### config.mk
export PLATFORM = sky130hd
export DESIGN_NAME = elbeth_htif_mailbox
export DESIGN_NICKNAME = d
export VERILOG_FILES = /design/src/rtl/elbeth_htif_mailbox.sv
export SDC_FILE = /design/constraint.sdc
export NUM_CORES = 1
export LEC_CHECK = 0
export BUFFER_PORTS_ARGS = -buffer_cell sky130_fd_sc_hd__buf_4
export CORE_MARGIN = 2
export CORE_UTILIZATION = 55
export DETAILED_ROUTE_END_ITERATION = 16
export GPL_TIMING_DRIVEN = 0
export PLACE_DENSITY_LB_ADDON = 0.15
export SLEW_MARGIN = 20
export SYNTH_ARGS = -nofsm -noshare
export SYNTH_HDL_FRONTEND = slang
export SYNTH_SLANG_ARGS = --single-unit
export TNS_END_PERCENT = 30
### constraint.sdc
create_clock -name clk -period 3.7 [get_ports clk]
set_input_delay 0.37 -clock clk [delete_from_list [all_inputs] [get_ports clk]]
set_output_delay 0.37 -clock clk [all_outputs]
set_load 0.005 [all_outputs]
### src/rtl/elbeth_htif_mailbox.sv
// Host side of the to_host/from_host CSR mailbox: FWFT to_host FIFO (push visible next cycle) plus a one-word from_host holding register.
// Core stalls on tohost_full; host is throttled by h_tx_ready / h_rx_ready. Optional watchdog: ELBETH_HTIF_TIMEOUT_EN.
module elbeth_htif_mailbox #(
  parameter int          FIFO_DEPTH     = 4,
  parameter logic [31:0] TIMEOUT_CYCLES = 32'd1000000
) (
  input  logic        clk,
  input  logic        rst,
  input  logic        tohost_wr_en,
  input  logic [31:0] tohost_wr_data,
  output logic        tohost_full,
  output logic [31:0] fromhost_data,
  output logic        fromhost_valid,
  input  logic        fromhost_clr,
  output logic        h_tx_valid,
  output logic [31:0] h_tx_data,
  input  logic        h_tx_ready,
  input  logic        h_rx_valid,
  input  logic [31:0] h_rx_data,
  output logic        h_rx_ready,
  output logic        test_done,
  output logic        test_pass,
  output logic [30:0] test_code,
  output logic        overflow
);

  localparam int            AW      = (FIFO_DEPTH > 2) ? $clog2(FIFO_DEPTH) : 1;
  localparam logic [AW:0]   DEPTH_C = (AW + 1)'(FIFO_DEPTH);

  if (FIFO_DEPTH < 2 || (FIFO_DEPTH & (FIFO_DEPTH - 1)) != 0) begin : g_bad_depth
    $error("FIFO_DEPTH must be a power of two, at least 2");
  end
  if (TIMEOUT_CYCLES < 32'd2) begin : g_bad_timeout
    $error("TIMEOUT_CYCLES must be at least 2");
  end

  logic [31:0]   mem_q [FIFO_DEPTH];
  logic [31:0]   mem_d [FIFO_DEPTH];
  logic [AW-1:0] rd_ptr_q, rd_ptr_d;
  logic [AW-1:0] wr_ptr_q, wr_ptr_d;
  logic [AW:0]   count_q, count_d;
  logic          overflow_q, overflow_d;
  logic          done_q, done_d;
  logic          pass_q, pass_d;
  logic [30:0]   code_q, code_d;
  logic [31:0]   fh_data_q, fh_data_d;
  logic          fh_valid_q, fh_valid_d;
`ifdef ELBETH_HTIF_TIMEOUT_EN
  logic [31:0]   timer_q, timer_d;
`endif

  logic pop;
  logic push;
  logic status_hit;
  logic fh_accept;
  logic fh_clear;

  always_comb begin
    pop        = (count_q != '0) && h_tx_ready;
    // A full FIFO still takes a write when the host drains the head in the same cycle.
    push       = tohost_wr_en && ((count_q != DEPTH_C) || pop);
    status_hit = push && tohost_wr_data[0] && !done_q;
    fh_accept  = h_rx_valid && !fh_valid_q;
    fh_clear   = fromhost_clr && fh_valid_q;

    mem_d      = mem_q;
    rd_ptr_d   = rd_ptr_q;
    wr_ptr_d   = wr_ptr_q;
    count_d    = count_q;
    overflow_d = overflow_q;
    done_d     = done_q;
    pass_d     = pass_q;
    code_d     = code_q;
    fh_data_d  = fh_data_q;
    fh_valid_d = fh_valid_q;

    if (push) begin
      mem_d[wr_ptr_q] = tohost_wr_data;
      wr_ptr_d        = wr_ptr_q + AW'(1);
    end
    if (pop) begin
      rd_ptr_d = rd_ptr_q + AW'(1);
    end
    case ({push, pop})
      2'b10:   count_d = count_q + (AW + 1)'(1);
      2'b01:   count_d = count_q - (AW + 1)'(1);
      default: count_d = count_q;
    endcase
    if (tohost_wr_en && !push) begin
      overflow_d = 1'b1;
    end

    if (status_hit) begin
      done_d = 1'b1;
      pass_d = (tohost_wr_data == 32'h1);
      code_d = tohost_wr_data[31:1];
    end

`ifdef ELBETH_HTIF_TIMEOUT_EN
    timer_d = timer_q;
    if (!done_q) begin
      timer_d = timer_q + 32'd1;
      // A real pass/fail word in the same cycle wins over the watchdog.
      if (!status_hit && timer_d == TIMEOUT_CYCLES - 32'd1) begin
        done_d = 1'b1;
        pass_d = 1'b0;
        code_d = 31'h7FFF_FFFF;
      end
    end
`endif

    if (fh_accept) begin
      fh_data_d  = h_rx_data;
      fh_valid_d = 1'b1;
    end else if (fh_clear) begin
      fh_data_d  = 32'h0;
      fh_valid_d = 1'b0;
    end
  end

  always_ff @(posedge clk) begin
    if (rst) begin
      for (int i = 0; i < FIFO_DEPTH; i++) begin
        mem_q[i] <= 32'h0;
      end
      rd_ptr_q   <= '0;
      wr_ptr_q   <= '0;
      count_q    <= '0;
      overflow_q <= 1'b0;
      done_q     <= 1'b0;
      pass_q     <= 1'b0;
      code_q     <= 31'h0;
      fh_data_q  <= 32'h0;
      fh_valid_q <= 1'b0;
`ifdef ELBETH_HTIF_TIMEOUT_EN
      timer_q    <= 32'h0;
`endif
    end else begin
      mem_q      <= mem_d;
      rd_ptr_q   <= rd_ptr_d;
      wr_ptr_q   <= wr_ptr_d;
      count_q    <= count_d;
      overflow_q <= overflow_d;
      done_q     <= done_d;
      pass_q     <= pass_d;
      code_q     <= code_d;
      fh_data_q  <= fh_data_d;
      fh_valid_q <= fh_valid_d;
`ifdef ELBETH_HTIF_TIMEOUT_EN
      timer_q    <= timer_d;
`endif
    end
  end

  assign tohost_full    = (count_q == DEPTH_C);
  assign h_tx_valid     = (count_q != '0);
  assign h_tx_data      = mem_q[rd_ptr_q];
  assign fromhost_data  = fh_data_q;
  assign fromhost_valid = fh_valid_q;
  assign h_rx_ready     = !fh_valid_q;
  assign test_done      = done_q;
  assign test_pass      = pass_q;
  assign test_code      = code_q;
  assign overflow       = overflow_q;

endmodule
Word level (Yosys, flattened, before mapping)

Index checks and enable logic that the tools add are counted.

Bits in registers: 202
Bits of input ports: 70
Output and inout bits: 102
Word-level logic and storage cells: 53

Add/subtract/negate cells: 4
$lt $le $gt $ge: 3
Eq/ne operators: 5
Mux-type cells: 11
Bitwise gates (word level): 2
Reductions and logical operators: 15

Operator list:

| cell                  | number |
|---|---|
| $mux W32              | 5 |
| $bwmux W128           | 1 |
| $bmux W32 S2          | 1 |
| $demux W32 S2         | 1 |
| $eq A32 B1 Y1 const B | 1 |
| $logic_and A1 B1 Y1   | 8 |
| $ge A3 B3 Y1 const B  | 2 |
| $not A2 Y3            | 2 |
| $pmux W3 S2           | 1 |
| $add A2 B1 Y2 const B | 2 |
| $reduce_bool A2 Y1    | 2 |
| $add A3 B1 Y3 const B | 1 |
| $eq A3 B3 Y1 const B  | 1 |
| $logic_not A1 Y1      | 3 |
| $lt A3 B1 Y1 const B  | 1 |
| $ne A3 B3 Y1 const B  | 1 |
| $reduce_bool A3 Y1    | 1 |
| $sub A3 B1 Y3 const B | 1 |
| $eq A2 B1 Y1 const B  | 1 |
| $eq A2 B2 Y1 const B  | 1 |
| $mux W1               | 2 |
| $logic_or A1 B1 Y1    | 1 |

Depth between registers and ports, before layout

Word-level depth: 6
Depth in mapped cells: 7
Mapped depth without buffers: 6

Worst setup path before layout

No wires, ideal clock.

Path type: input-to-reg
Start point: input port tohost_wr_en
End point: register count_q[2]
Setup time: 0.121 ns
Arrival time: 1.895 ns
Required time: 3.579 ns
Slack: 1.685 ns
Stages on the path: 6
Path buffers: 2
Path through: buf_2 buf_1 nand2b_1 fa_1 o31ai_1 mux2_2

Cells in the longest elaborated chain, start to end: 3
Elaborated cells on any way between the ends: 5
Those cells by class: eq/ne (2); mux (1); reduce/logical (2)

Ends and longest elaborated chain:

| item                                                     | RTL line | RTL |
|---|---|---|
| start, declared                                          | 9        | `input logic tohost_wr_en,` |
| $logic_and A1 B1 Y1 *                                    | 61       | `push = tohost_wr_en && ((count_q != DEPTH_C) \|\| pop);` |
| $eq A2 B1 Y1 / $eq A2 B2 Y1 (equally long branches)      | 84       | `case ({push, pop})` |
| $pmux W3 S2 / $reduce_bool A2 Y1 (equally long branches) | -        |  |
| end signal, assigned                                     | 142      | `count_q <= count_d;` |
| end, declared                                            | 41       | `logic [AW:0] count_q, count_d;` |

Mark *: on every way between the ends. The rest lies on a longest branch, timed or not.
A chain may end at the register's enable or synchronous reset.

Final worst setup path

Start point: register rd_ptr_q[0]
End point: output port h_tx_data[0]

Cells in the longest elaborated chain, start to end: 4

Ends and longest elaborated chain:

| item                                         | RTL line | RTL |
|---|---|---|
| start, declared                              | 39       | `logic [AW-1:0] rd_ptr_q, rd_ptr_d;` |
| start signal, assigned                       | 140      | `rd_ptr_q <= rd_ptr_d;` |
| $not A2 Y3 (not written as such)             | 157      | `assign h_tx_data = mem_q[rd_ptr_q];` |
| $bmux W32 S2                                 | 157      |  |
| $mux W32 (not written as such) (2 in series) | 157      |  |
| end, declared                                | 16       | `output logic [31:0] h_tx_data,` |

Every way passes these cells. The select of a mux whose other input is x is not followed.

==> flow_summary_export.csv <==
group,metric,value,unit
critical_path,worstReg2RegStart,"count_q[2]$_SDFFE_PP0P_",
route,num_vias,7324,
final_layout,syn_to_final_growth,27.05,%
power_and_ir_drop,power.total,5252,uW
sta,hold_ws,72.76,ps
global_routing,grt_antenna_before_repair,0,
cts,cts_tree,"done",
route,ant_nets,0,
die,rows,44,
global_routing,grt_max_degree,14,
placed_design,dpl.cell_count,1280,
route,dr.pass1.iters,5,
die,die_h,124.8,um
synth,yosys-top-cells-area,"dfxtp_1 (50%), nand2_1 (15%), a21oi_1 (10%), mux4_2 (9.0%), a22oi_1 (3.0%)",
cts,hold_buffers,0,
cts,cts_root_buffer,"clkbuf_16",
critical_path,worst_ep_arrival_time,2440,ps
sta,rsz0062_at_grt,"no",
cts,clkLatencyLatePin,490,ps
synth,synth_most_common_cell,"nand2_1",
min_path,hold_path.class,"in2reg",
die,core,14370,sq um
final_layout,register_area,4044,sq um
critical_path,worstSetupStartpoint,"rd_ptr_q[0]$_SDFFE_PP0P_",
synth,syn_avg_cell_area,8.656,sq um
die,die_w,124.8,um
route,wirelength,22.92,mm
placed_design,place_congestion,0.8452,
cts,clk_pin_slew_worst_paths,60,ps
placed_design,io_buffer_count,169,
global_routing,overflow,0,
sta,worst_pin_slew,842.9,ps
synth,synth_top_area_share,50.40,%
global_routing,grt_util_all_layers,28.89,%
route,routed_via_density,5.561,
synth,synth_ff_type,"dfxtp_1",
synth,syn_area,8024,sq um
synth,syn_nets,1002,
critical_path,crit_type,"reg2out",
route,wl_per_cell,17.40,um
sta,fin_skew,10.92,ps
die,start_util,55.84,%
global_routing,first_global_vias,7007,
sta,fmax,0.3555,GHz
die,dieArea,15570,sq um
cts,numCtsBuffers,21,
synth,ys_top_cells_by_count,"nand2_1 (321), dfxtp_1 (202), a21oi_1 (161)",
min_path,min_from,"fromhost_clr",
synth,synth_cells,927,
final_layout,nNetsFinal,1194,
cts,post-cts-setup-buffer-count,0,
final_layout,antenna_cells,0,
synth,seq_area_frac_synth,50.40,%
critical_path,cp-end-kind,"primary output",
critical_path,cp-start-kind,"flip-flop",
outcome,status,"completed",
route,drc,0,
cts,cts.sinks,202,
critical_path,path_max_fanout,10,
critical_path,crit_required,3330,ps
synth,synth-warning-count,0,
sta,slew_violations,0,
final_layout,final_cells,1317,
synth,yosysTopAreaCell,"dfxtp_1",
cts,cts_htree_levels,1,
sta,fin_crit_sh,76.02,%
global_routing,grt_pass1_wl,36.60,mm
cts,cts_buffer_depth,3,
sta,relSlewSlack,43.80,%
sta,setup_viol,0,
final_layout,drive_gt1_share,23.92,%
synth,synthArstFlopShare,0,%
cts,post_cts_resized,0,
final_layout,fillCellCount,1140,
final_layout,multi_input_area,3566,sq um
placed_design,hpwl,15.58,mm
synth,yosysUniqueCellTypes,35,
final_layout,design_area,10190,sq um
power_and_ir_drop,power_per_cell_area,515.1,nW/um^2
synth,synth_edf_count,0,
placed_design,place_area,9523,sq um
sta,setup_tns,0,ps
power_and_ir_drop,p_leak,0.003945,uW
route,drt-initial-drc-count,649,
power_and_ir_drop,ir_drop,0.0003293,V
synth,ys_seq_elements,202,
sta,hold_viol_final,0,
run,drv_cap,0,
die,ios,172,
sta,fin_crit,2813,ps
==> cell families (layout without fill, tap and decap cells) <==
logic type	Yosys count	in the layout	share of synthesized area (%)
and+or+nand+nor	396	396	19.91
AOI/OAI and AO/OA	203	203	13.99
DFF	202	202	50.40
buffers and inverters	83	289	5.161
muxes	33	33	9.122
adders and majority gates	5	5	0.8733
xor gates and xnor gates	5	5	0.5459
==> final cells by class <==
class	count	area share, %
clock inverters	3	0.1718
repair buffers	169	12.44
multi-input cells	642	34.98
flip-flops and latches	202	39.67
plain buffers	77	3.841
clock buffers	34	6.419
inverters	6	0.2209
well taps	184	2.258
==> layout by cell type (no fill, tap or decap), drive strengths merged, types with 3 or more instances in the layout <==
master / Yosys / final
and3: 6 / 6
nor2: 44 / 44
nand2: 321 / 321
a21oi: 161 / 161
clkbuf: 43 / 77
inv: 6 / 6
buf: 34 / 203
dfxtp: 202 / 202
ha: 4 / 4
nor4: 7 / 7
a22oi: 32 / 32
nand3: 7 / 7
xor2: 3 / 3
mux4: 32 / 32
==> layer usage <==
metal	share of wire, %	up-vias	GRT usage, %	wire length, um
li1	-	3510	-	-
met1	42	3456	38.37	9522
met2	48	304	47.64	10980
met3	7.8	54	5.584	1788
met4	2.8	0	9.518	634
met5	0	-	0	0
==> sequential cells by signal, indices dropped and copies added, names as in the netlist <==
signal and flops:
count_q 3, fromhost_data 32, fromhost_valid 1, mem_q 128, overflow 1, rd_ptr_q 2, test_code 31, test_done 1
test_pass 1, wr_ptr_q 2
==> per-stage QoR <==
stage,setup WS [ps],util (%)
2_1_floorplan,1685,-
3_3_place_gp,1348,66.27
3_5_place_dp,1340,66.27
4_1_cts,965.8,70.95
5_1_grt,852.3,70.95
6_report,887.4,70.95
==> path summary, 6_finish.rpt <==
path | cells past startpoint | endpoint | slack (ps)
worst max-delay path | 4 | h_tx_data[0] | 890
worst min-delay path | 2 | fromhost_valid$_SDFFE_PP0P_ | 70
worst max register to register | 5 | count_q[2]$_SDFFE_PP0P_ | 1620
worst min register to register | 2 | mem_q[26]$_SDFFE_PP0P_ | 450
==> critical path: stages (launching register included) <==
cell and delay, ps:
dfxtp_1 300, clkbuf_1 350, buf_1 690, mux4_2 450, buf_4 160
==> report_power, final <==
group	switching, uW	internal, uW
Clock	837	1200
Sequential	69.0	2290
Combinational	463	384
Total	1370	3880
Note: power is estimated with default switching activity, not from simulation.
